### config.mk
export PLATFORM = sky130hd
export DESIGN_NAME = operand_entry_sequencer
export DESIGN_NICKNAME = d
export VERILOG_FILES = /design/src/rtl/operand_entry_sequencer.sv
export SDC_FILE = /design/constraint.sdc
export NUM_CORES = 1
export LEC_CHECK = 0
export ABC_CLOCK_PERIOD_IN_PS = 3600
export BUFFER_PORTS_ARGS = -buffer_cell sky130_fd_sc_hd__buf_2
export CAP_MARGIN = 20
export CORE_MARGIN = 2
export CORE_UTILIZATION = 50
export DETAILED_ROUTE_END_ITERATION = 10
export GPL_TIMING_DRIVEN = 0
export PLACE_DENSITY = 0.64
export SYNTH_ARGS = -nofsm -noshare
export SYNTH_HDL_FRONTEND = slang
export SYNTH_SLANG_ARGS = --single-unit
### constraint.sdc
create_clock -name CLK100MHZ -period 3.6 [get_ports CLK100MHZ]
set_input_delay 1.08 -clock CLK100MHZ [delete_from_list [all_inputs] [get_ports CLK100MHZ]]
set_output_delay 1.08 -clock CLK100MHZ [all_outputs]
set_load 0.01 [all_outputs]
### src/rtl/operand_entry_sequencer.sv
// Operand entry sequencer: front-end control for the switch-driven ALU lab.
// Conditions the raw "enter" (BTNC) and "restart" (BTNU) pushbuttons with a
// two-flop synchronizer plus a level debouncer, then steps a five-stage entry
// FSM. Each accepted enter press issues a one-cycle load strobe (r0..r4) to
// the downstream operand/opcode register bank and advances the stage.
module operand_entry_sequencer #(
  parameter int unsigned DEBOUNCE_CYCLES = 1000000
) (
  input  logic       CLK100MHZ,
  input  logic       CPU_RESET,
  input  logic       BTNC,
  input  logic       BTNU,
  output logic       r0,
  output logic       r1,
  output logic       r2,
  output logic       r3,
  output logic       r4,
  output logic [2:0] stage,
  output logic       show_result
);

  localparam int unsigned CntW = $clog2(DEBOUNCE_CYCLES);
  localparam logic [CntW-1:0] CntMax = CntW'(DEBOUNCE_CYCLES - 1);

  localparam logic [2:0] StOp1Lo  = 3'd0;
  localparam logic [2:0] StOp1Hi  = 3'd1;
  localparam logic [2:0] StOp2Lo  = 3'd2;
  localparam logic [2:0] StOp2Hi  = 3'd3;
  localparam logic [2:0] StOpcode = 3'd4;
  localparam logic [2:0] StResult = 3'd5;

  // Bit 0 = enter (BTNC), bit 1 = restart (BTNU).
  logic [1:0] btn_raw;
  logic [1:0] press;

  assign btn_raw = {BTNU, BTNC};

  for (genvar i = 0; i < 2; i++) begin : g_debounce
    logic            sync1_q;
    logic            sync2_q;
    logic            acc_q;
    logic            acc_d;
    logic            acc_dly_q;
    logic [CntW-1:0] cnt_q;
    logic [CntW-1:0] cnt_d;

    // Debounce counter: runs while the synchronized level disagrees with the
    // accepted level and commits the new level on the final count.
    always_comb begin
      acc_d = acc_q;
      cnt_d = cnt_q;
      if (sync2_q == acc_q) begin
        cnt_d = '0;
      end else if (cnt_q == CntMax) begin
        acc_d = sync2_q;
        cnt_d = '0;
      end else begin
        cnt_d = cnt_q + CntW'(1);
      end
    end

    // Synchronizer, accepted level and its delayed copy for edge detection.
    always_ff @(posedge CLK100MHZ or posedge CPU_RESET) begin
      if (CPU_RESET) begin
        sync1_q   <= 1'b0;
        sync2_q   <= 1'b0;
        acc_q     <= 1'b0;
        acc_dly_q <= 1'b0;
        cnt_q     <= '0;
      end else begin
        sync1_q   <= btn_raw[i];
        sync2_q   <= sync1_q;
        acc_q     <= acc_d;
        acc_dly_q <= acc_q;
        cnt_q     <= cnt_d;
      end
    end

    // One-cycle pulse per accepted rising level.
    assign press[i] = acc_q & ~acc_dly_q;
  end

  logic       enter_press;
  logic       restart_press;
  logic [2:0] state_q;
  logic [2:0] state_d;
  logic [4:0] strobe_q;
  logic [4:0] strobe_d;
  logic       show_result_q;

  assign enter_press   = press[0];
  assign restart_press = press[1];

  // Next-state and strobe decode; restart overrides a coincident enter.
  always_comb begin
    state_d  = state_q;
    strobe_d = '0;
    if (restart_press) begin
      state_d = StOp1Lo;
    end else begin
      case (state_q)
        StOp1Lo, StOp1Hi, StOp2Lo, StOp2Hi, StOpcode: begin
          if (enter_press) begin
            strobe_d = 5'b00001 << state_q;
            state_d  = state_q + 3'd1;
          end
        end
        StResult: begin
          // Latched operands stay in the bank until overwritten stage by stage.
          if (enter_press) begin
            state_d = StOp1Lo;
          end
        end
        default: begin
          state_d = StOp1Lo;
        end
      endcase
    end
  end

  // State, strobe and display-select registers; reset cuts any strobe in flight.
  always_ff @(posedge CLK100MHZ or posedge CPU_RESET) begin
    if (CPU_RESET) begin
      state_q       <= StOp1Lo;
      strobe_q      <= '0;
      show_result_q <= 1'b0;
    end else begin
      state_q       <= state_d;
      strobe_q      <= strobe_d;
      // Registered from the next state so it changes on the same edge as stage.
      show_result_q <= (state_d == StResult);
    end
  end

  assign r0          = strobe_q[0];
  assign r1          = strobe_q[1];
  assign r2          = strobe_q[2];
  assign r3          = strobe_q[3];
  assign r4          = strobe_q[4];
  assign stage       = state_q;
  assign show_result = show_result_q;

endmodule
Yosys cells after proc, flatten, opt, wreduce, memory -nomap -nowiden
Cells that the tools add are included.
Operators by class
  add/sub/neg operators: 3
  equality and inequality tests: 10
  shift operators: 1
  multiplexer cells: 11
  bitwise operators: 6
  reductions and logical operators: 4
Operators by type and width (number)
  2-to-1 mux 20 bit: 4
  adder 20 x 1 -> 20 bit, second input constant: 2
  equality test 20 bit, second input constant: 2
  2-to-1 mux 5 bit: 3
  equality test 3 bit, second input constant: 3
  2-to-1 mux 3 bit: 3
  equality test 3 x 2 -> 1 bit, second input constant: 2
  one-hot mux 3 bit (2 select lines): 1
  OR reduction 5 bit: 1
  << shifter 1 x 3 -> 5 bit, first input constant: 1
  inverter 1 bit: 4
  AND reduction 2 bit: 2
  adder 3 x 1 -> 3 bit, second input constant: 1
  equality test 3 x 1 -> 1 bit, second input constant: 1
  logical NOT 3 bit: 1
  AND 1 bit: 2
  equality test 1 bit: 2
Word-level totals
  register bits: 57
  output and inout bits: 9

Depth between registers and ports, before layout
Gate-level depths: netlist of run 1.
  depth in word-level cells: 6
  depth in mapped cells: 6

Least setup slack after synthesis of run 1
OpenSTA, ideal clock, no wires.
  kind: register to register
  from: register g_debounce[0].cnt_q[15]
  to: register g_debounce[0].acc_q
  arrival: 1.940 ns
  path slack: 1.535 ns
  cell stages (with the launch flop): 5
  period minus slack after synthesis: 2.065 ns
  path through: dfrtp_1 -> or4b_1 -> or4_4 -> nor2_1 -> mux2_2
Between the ends
  longest elaborated chain between the ends: 2
Ends and longest elaborated chain
  start: declaration: RTL line 44  | logic [CntW-1:0] cnt_q;
  start signal: assignment: RTL line 75  | cnt_q <= cnt_d;
  equality test 20 bit: RTL line 54  | end else if (cnt_q == CntMax) begin
  AND reduction 2 bit (no source line)
  end signal: assignment: RTL line 67  | acc_q <= 1'b0;
  end signal: assignment: RTL line 73  | acc_q <= acc_d;
  end: declaration: RTL line 41  | logic acc_q;
No other way between the ends.
A chain may end at the register's enable or synchronous reset.

Worst setup path in the final report of run 1
  from: register g_debounce[0].cnt_q[8]
  to: register g_debounce[0].acc_q
Same word-level chain as after synthesis.

==> results.sh, run 1 <==
export IMPL_outcome="complete, no violations"
export IMPL_cts_tree="yes"
export IMPL_areaGrowthSynthToFinish_pct=12.0
export IMPL_drc=0
export IMPL_design_die_area_um2=6130
export IMPL_grt_setup_unrepaired="false"
export IMPL_finalNetCount=304
export IMPL_worst_setup_timing_slack_at_the_placement_stage_ns=1.37
export IMPL_post_cts_buffers=0
export IMPL_dieWidth_um=78.3
export IMPL_port_buffers=12
export IMPL_transition_time_at_the_pin_with_the_least_slew_margin_ns=0.756
export IMPL_antenna_violations_before_repair=0
export IMPL_synth_enable_flop_cells=0
export IMPL_type_of_the_tightest_min_delay_check="flop to flop"
export IMPL_sequential_area_um2=1430
export IMPL_setup_worst_path_start_class="flop"
export IMPL_synth_unique_cells=42
export IMPL_cp_data_required_time_ns=3.82
export IMPL_ys_top_cells_by_area="sky130_fd_sc_hd__dfrtp_1 52%, sky130_fd_sc_hd__xnor2_1 6.0%, sky130_fd_sc_hd__nor2_1 5.2%"
export IMPL_hold_violation_total_from_the_final_report=0
export IMPL_dr_pass1_iters=4
export IMPL_n_fill_cell=493
export IMPL_overflow=0
export IMPL_multi_input_area_um2=1260
export IMPL_cts_sink_count=57
export IMPL_via_per_inst=5.40
export IMPL_worst_max_slew_margin_expressed_relative_to_the_limit_pct=49.3
export IMPL_hold_buffers=0
export IMPL_max_clock_path_buffers=2
export IMPL_drt_wl_total_um=4810
export IMPL_grt_pass1_vias=1882
export IMPL_clock_transition_at_the_registers_of_the_reported_paths_ns=0.06
export IMPL_synth_seq_cells=57
export IMPL_power_per_cell_area_nw_per_um2=387
export IMPL_drive_gt1_share_pct=15.2
export IMPL_postSynth_topFlopCell="sky130_fd_sc_hd__dfrtp_1"
export IMPL_cts_root_buffer="sky130_fd_sc_hd__clkbuf_8"
export IMPL_finalWorstSetupSlack_ns=1.38
export IMPL_numCtsBuffers=9
export IMPL_worstPathArrival_ns=2.45
export IMPL_postSynthNetCount=280
export IMPL_timing_final_crit_share_pct=61.8
export IMPL_ctsResizeCount=0
export IMPL_synth_cells=268
export IMPL_crit_path_max_fanout=5
export IMPL_dominant_cell_by_count_in_the_synthesized_netlist="sky130_fd_sc_hd__dfrtp_1"
export IMPL_syn_cell_area_um2=2760
export IMPL_clkLatencyLatePin_ns=0.34
export IMPL_final_max_slew_viol_count=0
export IMPL_synth_warning_count=0
export IMPL_drt_first_iter_violations=90
export IMPL_grt_pass1_wl_um=8580
export IMPL_io_pin_count=13
export IMPL_achievable_freq_ghz=0.449
export IMPL_synth_area_per_cell_um2=10.3
export IMPL_num_antenna_cells=0
export IMPL_grt_start_max_net_pins=41
export IMPL_synth_seq_area_share_pct=51.7
export IMPL_setup_tns_ns=0
export IMPL_timing_final_setup_violations=0
export IMPL_final_min_clock_period_ns=2.22
export IMPL_end_kind="flop"
export IMPL_synth_area_leader_cell="sky130_fd_sc_hd__dfrtp_1"
export IMPL_floorplan_die_height_um=78.3
export IMPL_total_leakage_power_nw=1.31
export IMPL_design_core_area_um2=5410
export IMPL_postRouteAntennaNets=0
export IMPL_cts_max_level=3
export IMPL_hpwl_um=3310
export IMPL_max_vdd_ir_drop_mv=0.241
export IMPL_post_route_util_pct=57.2
export IMPL_synth_common_cells="57 x sky130_fd_sc_hd__dfrtp_1, 38 x sky130_fd_sc_hd__nor2_1, 19 x sky130_fd_sc_hd__xnor2_1, 16 x sky130_fd_sc_hd__nand3_1, 13 x sky130_fd_sc_hd__inv_1"
export IMPL_wl_per_cell_um=13.1
export IMPL_critPathKind="flop to flop"
export IMPL_grt_total_usage_pct=18.1
export IMPL_gp_congestion=0.839
export IMPL_fraction_of_post_synthesis_cell_area_in_the_top_cell_type_by_area_pct=51.7
export IMPL_asyncSetResetFlopFracSynth_pct=100
export IMPL_timing_clock_skew_ns=0.00612
export IMPL_timing_max_cap_violations=0
export IMPL_fp_row_count=27
export IMPL_vias_after_detailed_routing=1987
export IMPL_timing_hold_ws_ns=0.351
export IMPL_starting_density_pct=51.1
critical path: stages, from the launching register on:
cell and delay, ns:
sky130_fd_sc_hd__dfrtp_1 0.44, sky130_fd_sc_hd__or4b_1 0.51, sky130_fd_sc_hd__or4_4 0.54, sky130_fd_sc_hd__nor2_1 0.25
sky130_fd_sc_hd__mux2_2 0.37
placed cells by master (no fill, tap or decap), types with 3 or more instances in the layout:
| cell type | Yosys | layout |
|---|---|---|
| sky130_fd_sc_hd__or4b_1 | 3 | 3 |
| sky130_fd_sc_hd__or4_1 | 4 | 4 |
| sky130_fd_sc_hd__dfrtp_1 | 57 | 57 |
| sky130_fd_sc_hd__or3_1 | 3 | 3 |
| sky130_fd_sc_hd__clkbuf_8 | 0 | 10 |
| sky130_fd_sc_hd__a21oi_1 | 9 | 9 |
| sky130_fd_sc_hd__ha_1 | 8 | 8 |
| sky130_fd_sc_hd__o21ai_0 | 7 | 7 |
| sky130_fd_sc_hd__inv_1 | 13 | 12 |
| sky130_fd_sc_hd__nor4_1 | 9 | 9 |
| sky130_fd_sc_hd__buf_2 | 1 | 13 |
| sky130_fd_sc_hd__nor3_1 | 10 | 10 |
| sky130_fd_sc_hd__nand2_1 | 12 | 12 |
| sky130_fd_sc_hd__nor2_1 | 38 | 38 |
| sky130_fd_sc_hd__nand3_1 | 16 | 16 |
| sky130_fd_sc_hd__nand4_1 | 9 | 9 |
| sky130_fd_sc_hd__and2_1 | 5 | 5 |
| sky130_fd_sc_hd__xor2_1 | 9 | 9 |
| sky130_fd_sc_hd__or3_2 | 3 | 3 |
| sky130_fd_sc_hd__o31ai_1 | 3 | 3 |
| sky130_fd_sc_hd__clkinv_2 | 0 | 4 |
| sky130_fd_sc_hd__and3_1 | 3 | 3 |
| sky130_fd_sc_hd__xnor2_1 | 19 | 19 |
power by group:
group	internal, mW	switching, mW
Sequential	0.648	0.00794
Clock	0.259	0.244
Combinational	0.0115	0.0257
Total	0.919	0.278
cell families (layout without fill, tap and decap cells):
family	after synthesis	after routing	share of synthesized area (%)
and+or+nand+nor	127	127	25.2
DFF	57	57	51.7
xor gates and xnor gates	28	28	8.88
AOI/OAI and AO/OA	27	27	6.43
buffers and inverters	17	45	2.63
adders and majority gates	8	8	3.62
muxes	4	4	1.54
layout make-up:
class	count	share of cell area, %
multi-input combinational	194	40.8
clock buffer	11	4.57
buffer	4	0.769
inverter	13	1.58
timing repair buffer	13	2.59
clock inverter	4	0.647
tap	72	2.91
sequential	57	46.1
flip-flops by register name (all words and copies together), names as in the netlist:
signal,cells
g_debounce.acc_dly_q,2
g_debounce.acc_q,2
g_debounce.cnt_q,40
g_debounce.sync1_q,2
g_debounce.sync2_q,2
show_result,1
stage,3
strobe_q,5
metrics by stage:
step                total power, mW  instance area (µm²)  std cells
CTS                            1.21                 3090        368
global route                   1.25                 3090        368
finish                         1.20                 3090        368
detailed placement            0.707                 2930        353
floorplan                     0.693                 2760        268
global placement              0.703                 2910        352
path summary, 6_finish.rpt:
| check | from | to | slack, ns | depth (start not counted) |
|---|---|---|---|---|
| worst max-delay path | g_debounce[0].cnt_q[8] | g_debounce[0].acc_q | 1.38 | 4 |
| worst min-delay path | g_debounce[0].sync1_q | g_debounce[0].sync2_q | 0.35 | 0 |
| worst max register to register | g_debounce[0].cnt_q[8] | g_debounce[0].acc_q | 1.38 | 4 |
| worst min register to register | g_debounce[0].sync1_q | g_debounce[0].sync2_q | 0.35 | 0 |
| max in group asynchronous | CPU_RESET | g_debounce[0].cnt_q[1] | 2.33 | 3 |
| min in group asynchronous | CPU_RESET | strobe_q[2] | 0.73 | 2 |
layer usage:
metal,up-vias,share of wire (%),track usage [%]
met5,-,0,0
met4,0,2.6,10.9
met3,12,3.1,4.48
met2,26,44,25.9
met1,959,50,25.0
li1,990,-,-
Power figures use the tool's default switching activity.
==> inputs of run 2 (changes only) <==
--- a/config.mk
+++ b/config.mk
@@ -5,14 +5,14 @@
 export SDC_FILE = /design/constraint.sdc
 export NUM_CORES = 1
 export LEC_CHECK = 0
-export ABC_CLOCK_PERIOD_IN_PS = 3600
+export ABC_CLOCK_PERIOD_IN_PS = 1900
 export BUFFER_PORTS_ARGS = -buffer_cell sky130_fd_sc_hd__buf_2
 export CAP_MARGIN = 20
 export CORE_MARGIN = 2
 export CORE_UTILIZATION = 50
 export DETAILED_ROUTE_END_ITERATION = 10
 export GPL_TIMING_DRIVEN = 0
-export PLACE_DENSITY = 0.64
+export PLACE_DENSITY = 0.67
 export SYNTH_ARGS = -nofsm -noshare
 export SYNTH_HDL_FRONTEND = slang
 export SYNTH_SLANG_ARGS = --single-unit
==> constraint.sdc (replaced) <==
create_clock -name CLK100MHZ -period 1.9 [get_ports CLK100MHZ]
set_input_delay 0.57 -clock CLK100MHZ [delete_from_list [all_inputs] [get_ports CLK100MHZ]]
set_output_delay 0.57 -clock CLK100MHZ [all_outputs]
set_load 0.01 [all_outputs]
==> run 2 against run 1 <==
The run now ends with setup timing left. Maximum frequency grew 8.6%. Via count up 7.9%. Design area is 13% higher. First-iteration DRC count shrank 28%. Die area unchanged. Global-route usage grew 1.2 points. Cell count grew 6.8%. Sequential power up 91%. Power grew 110%. Combinational power up 130%. Utilization grew 7.6 points. Critical path type unchanged.
==> results.sh, run 2 (same netlist as run 1, synthesis figures left out) <==
export IMPL_grt_start_max_net_pins=44
export IMPL_critPathKind="flop to flop"
export IMPL_final_cell_mix="47 x sky130_fd_sc_hd__dfrtp_1, 33 x sky130_fd_sc_hd__nor2_1, 23 x sky130_fd_sc_hd__buf_4"
export IMPL_achievable_freq_ghz=0.488
export IMPL_drc=0
export IMPL_final_max_slew_viol_count=0
export IMPL_power_per_cell_area_nw_per_um2=730
export IMPL_cts_root_buffer="sky130_fd_sc_hd__clkbuf_8"
export IMPL_post_route_util_pct=64.8
export IMPL_drive_gt1_share_pct=31.8
export IMPL_areaGrowthSynthToFinish_pct=26.9
export IMPL_grt_total_usage_pct=19.4
export IMPL_timing_max_cap_violations=0
export IMPL_crit_path_max_fanout=4
export IMPL_final_min_clock_period_ns=2.05
export IMPL_type_of_the_tightest_min_delay_check="input port to async pin"
export IMPL_io_pin_count=13
export IMPL_worstPathArrival_ns=2.26
export IMPL_design_die_area_um2=6130
export IMPL_wl_per_cell_um=14.1
export IMPL_total_leakage_power_nw=1.45
export IMPL_drt_wl_total_um=5540
export IMPL_finalNetCount=328
export IMPL_postRouteAntennaNets=0
export IMPL_port_buffers=12
export IMPL_setup_worst_path_start_class="flop"
export IMPL_finish_instance_area_um2=3500
export IMPL_timing_hold_ws_ns=0.196
export IMPL_sequential_area_um2=1440
export IMPL_largest_register_ffs=40
export IMPL_num_antenna_cells=0
export IMPL_setup_tns_ns=-2.61
export IMPL_critical_path_cell_with_the_highest_stage_delay="sky130_fd_sc_hd__or4_4"
export IMPL_mostFrequentLayoutCell="sky130_fd_sc_hd__dfrtp_1"
export IMPL_vias_after_detailed_routing=2143
export IMPL_outcome="finished with violations"
export IMPL_design_core_area_um2=5410
export IMPL_fin_total_pwr_mw=2.56
export IMPL_multi_input_area_um2=1400
export IMPL_gp_congestion=0.851
export IMPL_grt_setup_unrepaired="true"
export IMPL_place_area_um2=2950
export IMPL_hold_buffers=0
export IMPL_fp_row_count=27
export IMPL_max_clock_path_buffers=2
export IMPL_hpwl_um=3380
export IMPL_overflow=0
export IMPL_final_cell_count_no_fill=393
export IMPL_transition_time_at_the_pin_with_the_least_slew_margin_ns=0.636
export IMPL_post_place_cells=353
export IMPL_via_per_inst=5.45
export IMPL_crit_path_cell_trace="or4_4, or4_4, o21ai_4, buf_4, a21oi_1"
export IMPL_starting_density_pct=51.1
export IMPL_cts_tree="yes"
export IMPL_cts_max_level=3
export IMPL_cp_data_required_time_ns=2.11
export IMPL_timing_final_crit_share_pct=108
export IMPL_clkLatencyLatePin_ns=0.34
export IMPL_n_fill_cell=437
export IMPL_timing_final_setup_violations=21
export IMPL_top_reg_by_flops="g_debounce.cnt_q"
export IMPL_critical_path_max_stage_delay_ns=0.56
export IMPL_worst_max_slew_margin_expressed_relative_to_the_limit_pct=57.2
export IMPL_numCtsBuffers=9
export IMPL_max_vdd_ir_drop_mv=0.669
export IMPL_dieWidth_um=78.3
export IMPL_clock_transition_at_the_registers_of_the_reported_paths_ns=0.07
export IMPL_timing_clock_skew_ns=0.00798
export IMPL_worst_setup_timing_slack_at_the_placement_stage_ns=-0.272
export IMPL_cts_sink_count=57
export IMPL_end_kind="flop"
export IMPL_worst_path_most_repeated_cell="sky130_fd_sc_hd__or4_4"
export IMPL_grt_pass1_vias=2027
export IMPL_antenna_violations_before_repair=0
export IMPL_dr_pass1_iters=4
export IMPL_finalWorstSetupSlack_ns=-0.149
export IMPL_hold_violation_total_from_the_final_report=0
export IMPL_drt_first_iter_violations=65
export IMPL_floorplan_die_height_um=78.3
export IMPL_violations="setup timing"
export IMPL_grt_pass1_wl_um=9150
## run 2: cell count changes in the layout (fill, tap and decap cells not counted), sizes merged
cell / change
inv: -1
clkbuf: -2
clkinv: -2
bufinv: +2
buf: +25
clkinvlp: +3
## run 2: layer usage
metal  routed length, µm  up-vias  GRT usage (%)
li1                    -     1046              -
met1                2400     1047           23.4
met2                2800       36           31.2
met3                 216       14           7.70
met4                 124        0           7.37
met5                   0        -              0
## run 2: area by class of cell
| class | count | area share (%) |
|---|---|---|
| flip-flops and latches | 57 | 41.1 |
| well taps | 72 | 2.57 |
| clock inverters | 6 | 2.64 |
| plain buffers | 3 | 0.679 |
| inverters | 13 | 1.50 |
| multi-input cells | 194 | 39.9 |
| clock buffers | 10 | 3.64 |
| repair buffers | 38 | 7.96 |
## run 2: worst paths after layout
kind                            cells after the start                      end               startpoint  slack, ns
worst max register to register                      5  g_debounce[0].cnt_q[13]  g_debounce[0].cnt_q[12]      -0.15
worst min-delay path                                2   g_debounce[0].cnt_q[8]                CPU_RESET       0.20
min in group CLK100MHZ                              1    g_debounce[0].sync1_q                     BTNC       0.33
worst min register to register                      0    g_debounce[0].sync2_q    g_debounce[0].sync1_q       0.35
worst max-delay path                                5  g_debounce[0].cnt_q[13]  g_debounce[0].cnt_q[12]      -0.15
max in group asynchronous                           3   g_debounce[0].cnt_q[3]                CPU_RESET       1.17
## run 2: worst max-delay path, delay by kind of cell, from the launching register on
kind | cells | cell delay, ns
compound gates | 2 | 0.25
flops | 1 | 0.40
buf+inv | 1 | 0.17
simple gates | 2 | 1.09
## run 2: where the power goes
part           leakage (nW)  switching, mW  internal [mW]
clock network         0.103          0.485          0.741
logic                 0.585         0.0534         0.0324
registers             0.766         0.0172           1.23
## run 2: what timing repair did
| action | 4_1_cts | 5_1_grt |
|---|---|---|
| endpoints found under the hold margin | 0 | 0 |
| endpoints found under the setup margin | 34 | 27 |
| setup buffers | 10 | 16 |
| pin swaps | 8 | 10 |
| resized for setup | 16 | 24 |
